[src/rtl/mem_stage_controller.sv]
// MEM pipeline stage: drives a request/ack data-memory port, stalls upstream while an access is
// outstanding, resolves jumps/branches and registers the MEM/WB outputs. Optional macro: MEM_TIMEOUT_EN.
module mem_stage_controller (
    input  logic        clk,
    input  logic        reset,
    input  logic        in_Valid,
    input  logic        in_Zero,
    input  logic [31:0] in_ALUResult,
    input  logic [31:0] in_ReadData2,
    input  logic [31:0] in_JumpAddress,
    input  logic [31:0] in_BranchAddress,
    input  logic [31:0] in_PC_4,
    input  logic [4:0]  in_WriteRegister,
    input  logic        in_CtrlRegWrite,
    input  logic        in_CtrlJump,
    input  logic        in_CtrlMemRead,
    input  logic        in_CtrlMemWrite,
    input  logic        in_CtrlALUOrMem,
    input  logic        in_CtrlBranchEquals,
    input  logic        in_CtrlBranchNotEquals,
    input  logic        in_CtrlALUMemOrPC,
    output logic        mem_req,
    output logic        mem_we,
    output logic [31:0] mem_addr,
    output logic [31:0] mem_wdata,
    input  logic        mem_ack,
    input  logic [31:0] mem_rdata,
    output logic        stall,
    output logic        redirect,
    output logic [31:0] redirect_target,
    output logic        out_Valid,
    output logic [31:0] out_WriteData,
    output logic [4:0]  out_WriteRegister,
    output logic        out_CtrlRegWrite
`ifdef MEM_TIMEOUT_EN
    ,
    output logic        mem_error
`endif
);

    typedef enum logic {IDLE = 1'b0, BUSY = 1'b1} state_t;

    state_t      state_reg;
    state_t      state_next;
    logic        access_req;
    logic        ack_done;
    logic        timeout_hit;
    logic        update_wb;
    logic [31:0] rdata_reg;
    logic [31:0] mem_value;
    logic [31:0] wb_value;

    assign access_req = in_Valid & (in_CtrlMemRead | in_CtrlMemWrite);
    assign ack_done   = (state_reg == BUSY) & mem_ack;

`ifdef MEM_TIMEOUT_EN
    logic [3:0] busy_cnt_reg;

    // Counter holds 14 during the 15th BUSY cycle; the closing edge of that cycle is the timeout.
    assign timeout_hit = (state_reg == BUSY) & ~mem_ack & (busy_cnt_reg == 4'd14);

    always_ff @(negedge clk or negedge reset) begin
        if (!reset) begin
            busy_cnt_reg <= 4'd0;
            mem_error    <= 1'b0;
        end else begin
            if (state_reg == IDLE)
                busy_cnt_reg <= 4'd0;
            else if (!mem_ack)
                busy_cnt_reg <= busy_cnt_reg + 4'd1;
            if (timeout_hit)
                mem_error <= 1'b1;
        end
    end
`else
    assign timeout_hit = 1'b0;
`endif

    always_comb begin
        state_next = state_reg;
        stall      = 1'b0;
        case (state_reg)
            IDLE: begin
                if (access_req) begin
                    state_next = BUSY;
                    stall      = 1'b1;
                end
            end
            BUSY: begin
                if (mem_ack || timeout_hit)
                    state_next = IDLE;
                else
                    stall = 1'b1;
            end
            default: state_next = IDLE;
        endcase
    end

    // On the completing edge the fresh read data bypasses the capture register.
    assign mem_value = ack_done ? mem_rdata : rdata_reg;

    always_comb begin
        wb_value = in_ALUResult;
        if (in_CtrlALUMemOrPC)
            wb_value = in_PC_4;
        else if (in_CtrlALUOrMem)
            wb_value = mem_value;
    end

    assign update_wb       = in_Valid & ~stall;
    assign redirect        = update_wb & (in_CtrlJump | (in_CtrlBranchEquals & in_Zero)
                                          | (in_CtrlBranchNotEquals & ~in_Zero));
    assign redirect_target = in_CtrlJump ? in_JumpAddress : in_BranchAddress;

    always_ff @(negedge clk or negedge reset) begin
        if (!reset) begin
            state_reg <= IDLE;
            mem_req   <= 1'b0;
            mem_we    <= 1'b0;
            mem_addr  <= 32'd0;
            mem_wdata <= 32'd0;
            rdata_reg <= 32'd0;
        end else begin
            state_reg <= state_next;
            if (state_reg == IDLE && access_req) begin
                mem_req   <= 1'b1;
                mem_we    <= in_CtrlMemWrite;
                mem_addr  <= in_ALUResult;
                mem_wdata <= in_ReadData2;
            end else if (state_reg == BUSY && (mem_ack || timeout_hit)) begin
                mem_req <= 1'b0;
                if (mem_ack)
                    rdata_reg <= mem_rdata;
            end
        end
    end

    always_ff @(negedge clk or negedge reset) begin
        if (!reset) begin
            out_Valid         <= 1'b0;
            out_WriteData     <= 32'd0;
            out_WriteRegister <= 5'd0;
            out_CtrlRegWrite  <= 1'b0;
        end else if (update_wb) begin
            out_Valid         <= 1'b1;
            out_WriteData     <= wb_value;
            out_WriteRegister <= in_WriteRegister;
            out_CtrlRegWrite  <= in_CtrlRegWrite & (|in_WriteRegister) & ~timeout_hit;
        end else begin
            out_Valid <= 1'b0;
        end
    end

endmodule

[config.mk]
export PLATFORM = sky130hd
export DESIGN_NAME = mem_stage_controller
export DESIGN_NICKNAME = d
export VERILOG_FILES = /design/src/rtl/mem_stage_controller.sv
export SDC_FILE = /design/constraint.sdc
export NUM_CORES = 1
export LEC_CHECK = 0
export CAP_MARGIN = 20
export CELL_PAD_IN_SITES_DETAIL_PLACEMENT = 1
export CELL_PAD_IN_SITES_GLOBAL_PLACEMENT = 1
export CORE_MARGIN = 5
export CORE_UTILIZATION = 25
export DETAILED_ROUTE_END_ITERATION = 7
export PLACE_DENSITY_LB_ADDON = 0.1
export SLEW_MARGIN = 10
export SYNTH_ARGS = -nofsm -noshare
export SYNTH_HDL_FRONTEND = slang
export SYNTH_SLANG_ARGS = --single-unit
[constraint.sdc]
create_clock -name clk -period 1.8 [get_ports clk]
set_input_delay 0.36 -clock clk [delete_from_list [all_inputs] [get_ports clk]]
set_output_delay 0.36 -clock clk [all_outputs]
set_load 0.03 [all_outputs]
# Yosys cells after proc, flatten, opt, wreduce, memory -nomap -nowiden
# Cells that the tools add are included.
[word_totals]
regBits = 138
out_inout_bits = 139
[op_classes]
mux = 10
bitwise_logic = 14
reduce_logical = 5
[op_table]
columns = ["operator", "n"]
rows = [
  ["32-bit two-way mux", 4],
  ["1-bit AND", 7],
  ["1-bit two-way mux", 5],
  ["5-bit OR reduction", 1],
  ["1-bit inverter", 4],
  ["1-bit OR", 3],
  ["3-bit AND reduction", 1],
  ["1-bit logical AND", 2],
  ["1-bit case mux with 2 select lines", 1],
  ["2-bit nonzero test", 1],
]

# Logic depth before layout (Yosys ltp)
[depth]
ltp_word = 7
ltp_mapped = 7
mapped_depth_nobuf = 4

==> reports/metrics.yaml <==
floorplan:
  initial_utilization_pct: 25.3
  core-area_mm2: 0.0260
  pin_count: 349
  core.rowCount: 59
  die_w_um: 172
  die_y_um: 172
  die-area_mm2: 0.0296
clock_tree:
  clk_latency_ns: 0.40
  numCtsBuffers: 17
  clk_pin_slew_ns: 0.05
  cts_num_sinks: 138
  htreeDepth: 4
  cts_tree: "yes"
  ctsHoldBuffers: 0
  cts-root-buf: "clkbuf_16"
  clock_path_buffers: 2
setup_path:
  cp.depth: 6
  r2r-end: "mem_addr[13]$_DFFE_NN0P_"
  reg2regPathDepth: 7
  cp-end-kind: "primary output"
  crit_arrival_ns: 2.55
  cpMaxStageDelayCell: "dfrtn_1"
  cp_slowest_stage_delay_ns: 0.51
  crit_top_cell: "buf_6"
  critPathBufInv: 3
  crit_required_ns: 1.44
  worstSetupPathType: "flop to primary output"
  critPathTopFamily: "flip-flops"
  worstSetupStartpointType: "flop"
  r2r-start: "state_reg$_DFF_NN0_"
  ff2ff_setup_slack_ns: -0.04
  path_cells: "buf_6 -> and3_4 -> nor2_8 -> buf_6 -> nor2_4 -> buf_6"
  crit_path_end: "redirect"
  critPathMaxFanout: 4
  startpoint: "state_reg$_DFF_NN0_"
cells_and_area:
  area_growth_pct: 102
  nNetsFinal: 1277
  multi_input_area_mm2: 0.00318
  drive_above_1_share_pct: 48.2
  seqCellArea_mm2: 0.00345
  fillers: 2746
  design_area_mm2: 0.0133
logic_synthesis:
  ys_seq_elements: 138
  netlist_area_mm2: 0.00657
  ys.warnings.count: 0
  yosys.cell_types.count: 30
  yosysSeqAreaShare_pct: 52.6
  ys.flop_type: "dfrtn_1"
  synthArstFlopShare_pct: 100
  synth_area_leaders: "dfrtn_1 (53%), mux2_2 (11%), mux2_1 (6.0%), a21bo_2 (4.9%), a311o_1 (4.9%)"
  yosysTopAreaCellShare_pct: 52.6
  avgSynthCellArea_um2: 11.7
  synth_edf_count: 0
  synthCells: 562
  synth_nets: 772
  synth_top_cell_by_area: "dfrtn_1"
routing:
  ant_nets: 0
  dr.pass1.iters: 4
  routed_via_density: 4.72
  drc: 0
  wl_per_cell_um: 22.3
  dr.first_iter.drc_count: 210
  vias: 6693
  totalWireLength_mm: 31.6
pwr:
  p_seq_share_pct: 30.0
  p_leak_nw: 5.97
  power.internal_mw: 9.92
  ir_drop_uv: 648
  power.density_mw_per_mm2: 1150
  p_sw_share_pct: 34.8
  p_comb_share_pct: 45.6
  p_sw_mw: 5.30
  pwr-share-clk_pct: 24.4
global_route:
  gr-total-overflow: 0
  grt_pass1_vias: 7628
  grt_pass1_wl_mm: 45.2
  antenna_found_initial: 1
  grt_usage_pct: 20.3
  grt_max_degree: 37
outcome:
  failed_checks: "negative setup slack"
  outcome: "complete, but fails checks"
sta:
  slew_viol_final: 0
  setup_ws_ns: -1.11
  rsz0062_at_grt: "true"
  setup_violations: 215
  finClkSkew_ns: 0.00886
  worst_slew_pin_slew_ns: 0.439
  slew_headroom_pct: 70.7
  tns_ns: -91.87
  hold_viol: 0
place:
  hpwl_mm: 21.9
  dpl_cell_area_mm2: 0.0110
  numPortBuffers: 348
  place_congestion: 0.850
flow_run:
  maxCapViolations: 0
hold_path:
  hold_path.class: "flop to flop"
## synth_stat cells (5+ instances only)
| cell type | instances |
|---|---|
| dfrtn_1 | 138 |
| nand2_1 | 64 |
| mux2_2 | 62 |
| mux2_1 | 35 |
| nor2_1 | 34 |
| a21bo_2 | 32 |
| a311o_1 | 32 |
| a31oi_1 | 32 |
| nand3_1 | 32 |
| nor3_1 | 32 |
| clkbuf_1 | 21 |
| buf_2 | 15 |
| buf_6 | 9 |
| mux2_4 | 5 |
## area by class of cell
type                            instances  area share [%]
Clock inverter                         15            1.49
Tap cell                              335            3.16
Inverter                                3           0.283
Timing Repair Buffer                  536            41.8
Clock buffer                           17            3.21
Sequential cell                       138            26.0
Multi-Input combinational cell        371            24.0
Antenna cell                            2          0.0377
## worst register-to-register path: cells and delay by family, from the launching register on
kind	cells	cell delay (ns)
flip-flops	1	0.40
multiplexers	1	0.30
AND/OR/NAND/NOR	1	0.27
buffers and inverters	5	0.71
## placed cells by master (no fill, tap or decap), types with 4 or more instances in the layout
cell type,n
a21bo_2,32
a311o_1,32
a31oi_1,22
a31oi_2,4
a31oi_4,6
buf_12,28
buf_16,8
buf_2,6
buf_4,168
buf_6,108
buf_8,5
clkbuf_16,18
clkdlybuf4s15_2,10
clkdlybuf4s50_1,201
dfrtn_1,138
inv_6,6
inv_8,4
mux2_2,41
mux2_4,61
nand2_1,64
nand3_1,31
nor2_1,32
nor3_1,32
## kinds of logic (layout without fill, tap and decap cells)
kind of cell	Yosys count	in the layout	synth area share, %
buf+inv	53	571	4.61
mux	103	103	17.9
compound gates	100	100	13.2
simple gates	168	168	11.6
other cells	0	2	0
flops	138	138	52.6
## through the flow
step | std cells | hold slack (ns) | worst slack [ns] | util, % | power, mW
2_1_floorplan | 562 | 0.544 | -0.721 | - | 7.32
3_3_place_gp | 1294 | 0.432 | -1.19 | 42.2 | 9.85
3_5_place_dp | 1294 | 0.446 | -1.25 | 42.2 | 9.99
4_1_cts | 1378 | 0.469 | -1.21 | 49.0 | 14.8
5_1_grt | 1416 | 0.490 | -1.17 | 51.0 | 15.9
6_report | 1417 | 0.483 | -1.11 | 51.0 | 15.2
## routing by layer
layer | routed length, um | GRT usage (%) | vias up | part of all wire, %
met5 | 0 | 0 | - | 0
met4 | 355 | 4.72 | 0 | 1.1
met3 | 2620 | 6.90 | 18 | 8.3
met2 | 17100 | 38.7 | 260 | 54
met1 | 11500 | 21.5 | 3359 | 36
li1 | - | - | 3056 | -
## power by group through the flow
stage | logic, mW | registers [mW] | clock network [mW]
5_1_grt | 7.30 | 4.64 | 3.98
6_report | 6.94 | 4.56 | 3.72
2_1_floorplan | 1.69 | 5.63 | 0
4_1_cts | 6.44 | 4.54 | 3.82
3_5_place_dp | 5.50 | 4.50 | 0
3_3_place_gp | 5.39 | 4.46 | 0
## worst min-delay path by stage
stage          cells past startpoint                       from                   endpoint  slack [ns]
2_1_floorplan                      2  rdata_reg[24]$_DFFE_NN0P_  rdata_reg[24]$_DFFE_NN0P_        0.54
3_3_place_gp                       1    mem_addr[6]$_DFFE_NN0P_    mem_addr[6]$_DFFE_NN0P_        0.43
3_5_place_dp                       1    mem_addr[5]$_DFFE_NN0P_    mem_addr[5]$_DFFE_NN0P_        0.45
4_1_cts                            1    mem_addr[5]$_DFFE_NN0P_    mem_addr[5]$_DFFE_NN0P_        0.47
5_1_grt                            1   mem_addr[21]$_DFFE_NN0P_   mem_addr[21]$_DFFE_NN0P_        0.49
6_report                           1   mem_addr[22]$_DFFE_NN0P_   mem_addr[22]$_DFFE_NN0P_        0.48
## what timing repair did
action,in CTS,in global routing
cloned,11,1
setup buffers,42,43
setup endpoints to repair,246,215
pin swaps,4,5
gates resized for setup,195,65
(Power assumes the default switching activity.)
==> RTL change: new RTL, same flow settings <==
Add a define of `MEM_TIMEOUT_EN`.
--- a/src/rtl/mem_stage_controller.sv
+++ b/src/rtl/mem_stage_controller.sv
@@ -1,5 +1,7 @@
 // MEM pipeline stage: drives a request/ack data-memory port, stalls upstream while an access is
 // outstanding, resolves jumps/branches and registers the MEM/WB outputs. Optional macro: MEM_TIMEOUT_EN.
+`define MEM_TIMEOUT_EN
+
 module mem_stage_controller (
     input  logic        clk,
     input  logic        reset,
Behaviour (old outputs only; new: mem_error): no difference found for any inputs over 4 cycles, from zero or initial values and one cycle with reset low; that may be too few to reach the edited logic, so the function may still have changed.
==> RTL change against the original RTL <==
  * The run still ends with negative setup slack left
  * Synthesized area increased by 10%
  * Routed wire length up 7.0%
  * Sequential power rose by 4%
  * Total power grew 3.3%
  * Count of clock-buffer cells in the layout is the same
  * Synthesized cell count is 5.5% higher
  * Setup slack got worse by 140 ps
  * Clock power is 5% higher
  * Sequential share of layout area decreased by 1.5 points
  * Cell area up 10%
  * Sequential cell count up 5
  * Critical path type unchanged
==> RTL change: results (changes against the original RTL) <==
metric,value,unit,change
outcome,"complete, but fails checks",,
failing checks,negative setup slack,,
Reg2Reg Depth,9,,+2
WP data arrival,2700,ps,+150 ps
GRT Util Overall,19.4,%,-0.93 points
Final setup viols,246,,+14%
Post-synth top flop,dfrtn_1,,
Post-Synth XOR/XNOR Area,0.363,%,+0.36 points
Slew headroom,75.5,%,+4.8 points
Final WS setup,-1260,ps,-144 ps
antenna diode count,0,,-2
initial drt markers,223,,+6.2%
Hold Path End,rdata_reg[10],,
worst skew pair latency,400,ps,about the same
Mapped Cells,593,,+5.5%
CTS Buffer Depth,2,,unchanged
dpl hpwl,24100,um,+10%
VDD IR max,711,uV,+9.6%
hold slack,457,ps,-26.0 ps
HP Class,flop to flop,,
ranking of synthesized cells by area,"dfrtn_1, mux2_2, and4b_1",,
DRT Wirelength,33800,um,+7.0%
skew final,9.55,ps,+0.694 ps
layout cells sized above 1,48.7,%,+0.49 points
hold path start,rdata_reg[10],,
Reg2Reg Capture Point,mem_wdata[25],,
compound-cell area share of the yosys netlist,12.5,%,-0.77 points
post-synth cell types,37,,+23%
drt wl/cell,22.2,um,-0.41%
IO buf count,349,,+0.29%
DR pass1 iterations,4,,unchanged
initial antenna violation count,2,,+1
slack of the worst reg-to-reg path,-120,ps,-80 ps
ys async rst share,100,%,unchanged
pre-CTS WS,-1080,ps,+171 ps
vias in the first global route,7513,,-1.5%
post-synth net total,805,,+4.3%
Synth top cells by count,"dfrtn_1, mux2_2, inv_1, nand2_1",,
Crit path largest cell delay,460,ps,-50 ps
Pleak,7.09,nW,+19%
first-pass GRT wire length,48800,um,+7.9%
GPL Wtd Cong,0.849,,about the same
worst r2r src,state_reg,,
Worst Hold Depth,1,,unchanged
multiplexer area fraction after synthesis,22.1,%,+4.1 points
largest net degree at the start of global routing,39,,+5.4%
CP max FO,2,,-2
Layout Nets,1338,,+4.8%
register area share after synthesis,49.5,%,-3.1 points
warnings from Yosys,0,,unchanged
Placed Cells,1410,,+9.0%
vias post-DR,6927,,+3.5%
Post-Synth Adder-Cell Area,0.346,%,+0.35 points
-- RTL change: changes by cell type in the layout (fill, tap and decap cells not counted), moves of 27 or more --
cell,change
a211oi_1,+29
a21bo_2,-32
a311o_1,-32
and4b_1,+32
inv_1,+34
mux2_4,+41
nand2_1,-33
nor2_1,-27
nor3_1,-32
o21bai_1,+31
o32a_1,+32
-- RTL change: area by class of cell --
| type | count | area [um2] |
|---|---|---|
| Fill cell | 2947 | 14000 |
| Clock buffer | 17 | 425 |
| Sequential cell | 143 | 3580 |
| Tap cell | 384 | 480 |
| Clock inverter | 15 | 214 |
| Inverter | 37 | 139 |
| Timing Repair Buffer | 568 | 6050 |
| Multi-Input combinational cell | 359 | 3730 |
-- RTL change: how the worst max path moves through the flow --
stage,cells after the start,to,startpoint
4_1_cts,6,redirect,busy_cnt_reg[1]
3_3_place_gp,6,out_WriteData[16],in_CtrlMemWrite
5_1_grt,6,redirect,busy_cnt_reg[1]
3_5_place_dp,6,out_WriteData[2],in_CtrlMemWrite
6_report,6,redirect,busy_cnt_reg[1]
2_1_floorplan,5,redirect,busy_cnt_reg[1]
-- RTL change: power breakdown --
group / internal [W] / switching [W] / leakage [nW]
logic: 0.00398 / 0.00309 / 5.11
registers: 0.00412 / 0.000618 / 1.67
clock network: 0.00227 / 0.00166 / 0.312
total: 0.0104 / 0.00537 / 7.09
-- RTL change: kinds of logic after synthesis --
logic type | Yosys count
buffers and inverters | 91
DFF | 143
and+or+nand+nor | 112
muxes | 135
xor gates and xnor gates | 3
AOI/OAI and AO/OA | 107
adders and majority gates | 2
-- RTL change: timing repair --
item / 4_1_cts / 5_1_grt
buffers inserted: 15 / 55
cloned: 7 / 7
setup endpoints to repair: 282 / 279
pin swaps: 5 / 17
gates resized for setup: 125 / 105
endpoints found under the hold margin: 0 / 0
-- RTL change: metal layers --
metal	track usage [%]	vias to the layer above	routed length, um
li1	-	3249	-
met1	26.0	3473	15400
met2	32.9	180	16600
met3	4.44	21	1530
met4	2.90	4	267
met5	0	-	21
-- RTL change: per-stage QoR --
step                      area, um2  TNS [ps]  utilization (%)  power (W)
after floorplan                7970    -59960                -    0.00784
after global placement        12400   -149520             43.2     0.0106
after detailed placement      12400   -151520             43.2     0.0106
after CTS                     13800   -102770             48.2     0.0153
after global routing          14600   -108390             51.1     0.0164
final                         14600   -101690             51.1     0.0157
